[config.mk]
export PLATFORM = sky130hd
export DESIGN_NAME = ifetch
export DESIGN_NICKNAME = d
export VERILOG_FILES = /design/src/rtl/ifetch.sv
export SDC_FILE = /design/constraint.sdc
export NUM_CORES = 1
export LEC_CHECK = 0
export CELL_PAD_IN_SITES_DETAIL_PLACEMENT = 1
export CELL_PAD_IN_SITES_GLOBAL_PLACEMENT = 2
export CORE_ASPECT_RATIO = 0.8
export CORE_UTILIZATION = 39
export CTS_BUF_LIST = sky130_fd_sc_hd__clkbuf_16
export CTS_CLUSTER_DIAMETER = 150
export DETAILED_ROUTE_END_ITERATION = 8
export PLACE_DENSITY = 0.83
export SLEW_MARGIN = 5
export SYNTH_ARGS = -nofsm -noshare
export SYNTH_HDL_FRONTEND = slang
export SYNTH_SLANG_ARGS = --single-unit
[constraint.sdc]
create_clock -name clk -period 5.4 [get_ports clk]
set_input_delay 1.08 -clock clk [delete_from_list [all_inputs] [get_ports clk]]
set_output_delay 1.08 -clock clk [all_outputs]
set_load 0.01 [all_outputs]
[src/rtl/ifetch.sv]
// ifetch: fetch PC owner, in-order imem requester, instruction buffer and decode-facing output register.
// Revision: 1.0
`default_nettype none

module ifetch #(
  parameter int              XLEN       = 32,
  parameter logic [XLEN-1:0] RESET_PC   = '0,
  parameter int              FIFO_DEPTH = 2,
  parameter logic [31:0]     NOP_INSTR  = 32'h0000_0013
) (
  input  logic            clk,
  input  logic            reset_n,
  output logic            imem_req_o,
  output logic [XLEN-1:0] imem_adr_o,
  input  logic            imem_gnt_i,
  input  logic            imem_rvalid_i,
  input  logic [31:0]     imem_rdata_i,
  input  logic            stall_i,
  input  logic            flush_v_q_i,
  input  logic [XLEN-1:0] branch_adr_q_i,
  output logic [31:0]     instr_q_o,
  output logic [XLEN-1:0] pc0_q_o,
  output logic            instr_v_q_o
);

  localparam int PW = $clog2(FIFO_DEPTH);
  localparam int CW = PW + 1;

  logic [XLEN-1:0] pc_f_q, pc_f_d, rpc_q, rpc_d, pc0_q, pc0_d;
  logic [CW-1:0]   outst_q, outst_d, kill_q, kill_d, cnt_q, cnt_d;
  logic [PW-1:0]   wr_q, wr_d, rd_q, rd_d;
  logic [31:0]     instr_q, instr_d;
  logic            instr_v_q, instr_v_d;
  logic [31:0]     fifo_instr_q [FIFO_DEPTH];
  logic [XLEN-1:0] fifo_pc_q    [FIFO_DEPTH];

  logic            credit, gnt_acc, live, bypass, pop, push;
  logic [XLEN-1:0] target;

  // Credit counts both in-flight and buffered words so a response can never overflow the FIFO.
  assign credit     = ({1'b0, outst_q} + {1'b0, cnt_q}) < (CW + 1)'(FIFO_DEPTH);
  assign imem_req_o = reset_n & ~flush_v_q_i & credit;
  assign imem_adr_o = pc_f_q;
  assign gnt_acc    = imem_req_o & imem_gnt_i;
  assign live       = imem_rvalid_i & (kill_q == '0) & ~flush_v_q_i;
  assign bypass     = live & ~stall_i & (cnt_q == '0);
  assign pop        = ~flush_v_q_i & ~stall_i & (cnt_q != '0);
  assign push       = live & ~bypass;
  assign target     = {branch_adr_q_i[XLEN-1:2], 2'b00};

  always_comb begin
    pc_f_d    = pc_f_q;
    rpc_d     = rpc_q;
    outst_d   = outst_q + CW'(gnt_acc) - CW'(imem_rvalid_i);
    kill_d    = kill_q;
    cnt_d     = cnt_q + CW'(push) - CW'(pop);
    wr_d      = wr_q + PW'(push);
    rd_d      = rd_q + PW'(pop);
    instr_d   = instr_q;
    instr_v_d = instr_v_q;
    pc0_d     = pc0_q;
    if (flush_v_q_i) begin
      pc_f_d    = target;
      rpc_d     = target;
      // Every response still in flight after this cycle belongs to the old path.
      kill_d    = outst_q - CW'(imem_rvalid_i);
      cnt_d     = '0;
      wr_d      = '0;
      rd_d      = '0;
      instr_d   = NOP_INSTR;
      instr_v_d = 1'b0;
    end else begin
      if (gnt_acc)
        pc_f_d = pc_f_q + XLEN'(4);
      if (live)
        rpc_d = rpc_q + XLEN'(4);
      else if (imem_rvalid_i)
        kill_d = kill_q - CW'(1);
      if (!stall_i) begin
        if (pop) begin
          instr_d   = fifo_instr_q[rd_q];
          pc0_d     = fifo_pc_q[rd_q];
          instr_v_d = 1'b1;
        end else if (bypass) begin
          instr_d   = imem_rdata_i;
          pc0_d     = rpc_q;
          instr_v_d = 1'b1;
        end else begin
          instr_d   = NOP_INSTR;
          instr_v_d = 1'b0;
        end
      end
    end
  end

  always_ff @(posedge clk or negedge reset_n) begin
    if (!reset_n) begin
      pc_f_q    <= RESET_PC;
      rpc_q     <= RESET_PC;
      outst_q   <= '0;
      kill_q    <= '0;
      cnt_q     <= '0;
      wr_q      <= '0;
      rd_q      <= '0;
      instr_q   <= NOP_INSTR;
      instr_v_q <= 1'b0;
      pc0_q     <= '0;
    end else begin
      pc_f_q    <= pc_f_d;
      rpc_q     <= rpc_d;
      outst_q   <= outst_d;
      kill_q    <= kill_d;
      cnt_q     <= cnt_d;
      wr_q      <= wr_d;
      rd_q      <= rd_d;
      instr_q   <= instr_d;
      instr_v_q <= instr_v_d;
      pc0_q     <= pc0_d;
    end
  end

  always_ff @(posedge clk) begin
    if (push) begin
      fifo_instr_q[wr_q] <= imem_rdata_i;
      fifo_pc_q[wr_q]    <= rpc_q;
    end
  end

  always_ff @(posedge clk) begin
    if (reset_n) begin
      assert (!(imem_rvalid_i && outst_q == '0));
      assert (outst_q <= CW'(FIFO_DEPTH));
    end
  end

  assign instr_q_o   = instr_q;
  assign pc0_q_o     = pc0_q;
  assign instr_v_q_o = instr_v_q;

endmodule

`default_nettype wire
==> reports/qor.csv <==
metric;value;unit
crit_path_start_kind;flop;
hold_class;in2async;
postSynth.asyncResetShare;51.4;%
wl_met3;1.60;mm
wl_met1;13.9;mm
grt_max_degree;65;
highest_layer;met4;
synth_top_cell_by_area;edfxtp_1;
critPathLaunch;cnt_q[0];
fp.dieH;152;µm
cts_max_path_buffers;3;
route.detailed.drc;0;
p_int;3.70;mW
drt_wl_total;28.1;mm
muxShareOfSynthArea;7.16;%
crit_fanout;4;
ctsHtreeMaxLevel;1;
multiInputGateArea;0.00373;mm²
clk_latency;0.55;ns
syn_inst;877;
synth.area.top_cells;edfxtp_1, dfrtp_1, mux2i_1;
timing.rr.start;cnt_q[0];
p_sw;1.39;mW
grt_use_total;19.7;%
synthToLayoutAreaGrowth;25.5;%
yosysSeqAreaShare;63.7;%
seqCellArea;0.00701;mm²
cts-buffers-inserted;28;
clock.fmax;263;MHz
vdd.ir_drop.worst;0.246;mV
slew_viol_final;0;
antenna_found_initial;0;
synth_seq_cells;255;
finalPower;5.09;mW
viasPerCell;5.35;
drive_above_1_share;8.44;%
leakagePower;5.17;nW
rsz0062_at_grt;false;
synth_compound_area_share;8.70;%
power_frac_seq;47.9;%
synth_top_family_by_area;simple AND/OR/NAND/NOR gates;
insertedDiodeCount;0;
core_area;0.0275;mm²
die_area;0.0289;mm²
critPathCaptureType;output port;
finalCritPeriodShare;70.3;%
wire_per_inst;19.8;µm
yosys.area.top_type_share;33.8;%
drv_cap;0;
synthFlopType;dfrtp_1;
finalSetupViolCount;0;
gp_congestion;0.757;
worst_slew_margin_rel;23.2;%
skew;0.00612;ns
num_io_pins;168;
cts_root_buf;clkbuf_16;
setup_tns;0;ns
hold_viol;0;
nets;1114;
worst-endpoint-arrival;2.72;ns
yosys-top-cells-count;dfrtp_1, edfxtp_1, nor2_1, nand2_1, mux2i_1;
fill_cells;2868;
die_x;190;µm
finalCriticalPeriod;3.80;ns
dr_wl_met2;12.2;mm
synthAdderAreaFrac;1.32;%
synth_area;0.0110;mm²
dr.first_iter.drc_count;446;
cts.sinks;255;
num_vias;7594;
cts_tree;done;
grt_pass1_wl;44.5;mm
initial_core_util;40.0;%
clkPwrFrac;34.5;%
worst_r2r_path_depth;9;
synth_edf_count;124;
hold_buffers;0;
ys_warn_count;0;
place_hpwl;18.6;mm
crit_type;reg2out;
clkSlewWorstSetupHoldPaths;0.06;ns
yosys.cell_count.top_type;dfrtp_1;
p_per_area;368;mW/mm²
row_count;54;
critPathRequiredTime;4.32;ns
syn_avg_cell_area;12.5;µm²
grt_pass1_vias;7863;
synthXorXnorAreaFrac;4.22;%
cts_resized;0;
r2r_end;outst_q[1];
status;complete, no violations;
place.port_buffers;161;
overflow;0;
ant_nets;0;
yosys.area_share.simple;12.2;%
post-cts-setup-buffers;0;
share_comb_of_total_power;17.6;%
yosysUniqueCellTypes;61;
tightestPinTransition;1.15;ns
r2r_slack;2.56;ns
switching_share;27.3;%
firstDrtPassIters;5;
-- cells by family after synthesis --
kind of cell             Yosys count
buffers and inverters             67
other                              1
AND/OR/NAND/NOR                  265
XOR/XNOR                          53
adder cells (fa/ha/maj)           11
flip-flops                       255
AO/OA/AOI/OAI                    148
multiplexers                      77
-- area by class of cell --
cell class	instances	area share, %
inverters	17	0.462
clock buffers	28	5.07
flip-flops and latches	255	50.7
well taps	364	3.30
multi-input cells	558	27.0
repair buffers	173	12.3
clock inverters	24	1.09
-- flip-flops by register name, indices dropped and copies added, names as in the netlist --
register / cells
cnt_q: 2
fifo_instr_q: 64
fifo_pc_q: 60
imem_adr_o: 30
instr_q_o: 32
instr_v_q_o: 1
kill_q: 2
outst_q: 2
pc0_q_o: 30
rd_q: 1
rpc_q: 30
wr_q: 1
-- per-layer routing --
layer	vias up	GRT usage [%]
met5	-	0
met4	0	4.07
met3	36	3.20
met2	212	28.9
met1	3839	30.4
li1	3507	-
-- how the worst max path moves through the flow --
stage | end | slack (ns) | depth (start not counted)
2_1_floorplan | fifo_instr_q[1][0] | 1.74 | 4
3_3_place_gp | pc0_q_o[10] | 1.69 | 7
3_5_place_dp | pc0_q_o[10] | 1.61 | 7
4_1_cts | imem_req_o | 1.60 | 4
5_1_grt | imem_req_o | 1.56 | 4
6_report | imem_req_o | 1.60 | 4
-- worst max-delay path, cell delays in order, from the launching register on --
cell and delay (ns):
dfrtp_1 0.43, and2_1 0.17, fa_1 0.49, nor4b_1 0.45, clkdlybuf4s50_1 0.62
-- layout by cell type, fill, tap and decap left out, drive strengths merged, types with 3 or more instances in the layout --
cell type / count
mux2i: 63
buf: 14
mux2: 14
inv: 24
a221o: 29
dfrtp: 128
a21oi: 35
nand3: 38
nand2: 77
ha: 10
dfstp: 3
and2: 3
clkbuf: 28
o211ai: 5
nor4: 6
nor2b: 3
a221oi: 3
and3: 12
clkinv: 16
xor2: 29
nand4: 23
conb: 4
and4: 5
edfxtp: 124
xnor2: 24
nand2b: 3
clkdlybuf4s50: 159
nor2: 85
o21ai: 62
-- metrics by stage --
stage          area (µm²)  cells  hold WS (ns)  setup slack [ns]  util (%)
2_1_floorplan       11000    880         0.464              1.74         -
3_3_place_gp        13000   1367         0.460              1.69      47.1
3_5_place_dp        13000   1367         0.477              1.61      47.1
4_1_cts             13800   1419         0.403              1.60      50.2
5_1_grt             13800   1419         0.411              1.56      50.2
6_report            13800   1419         0.400              1.60      50.2
-- power by group through the flow --
stage               combinational [mW]  sequential (mW)  clock [mW]
floorplan                        0.356             2.49           0
global placement                 0.874             2.47           0
detailed placement               0.898             2.48           0
CTS                              0.907             2.44        1.81
global route                     0.977             2.47        1.88
finish                           0.893             2.44        1.76
Power figures use the tool's default switching activity.
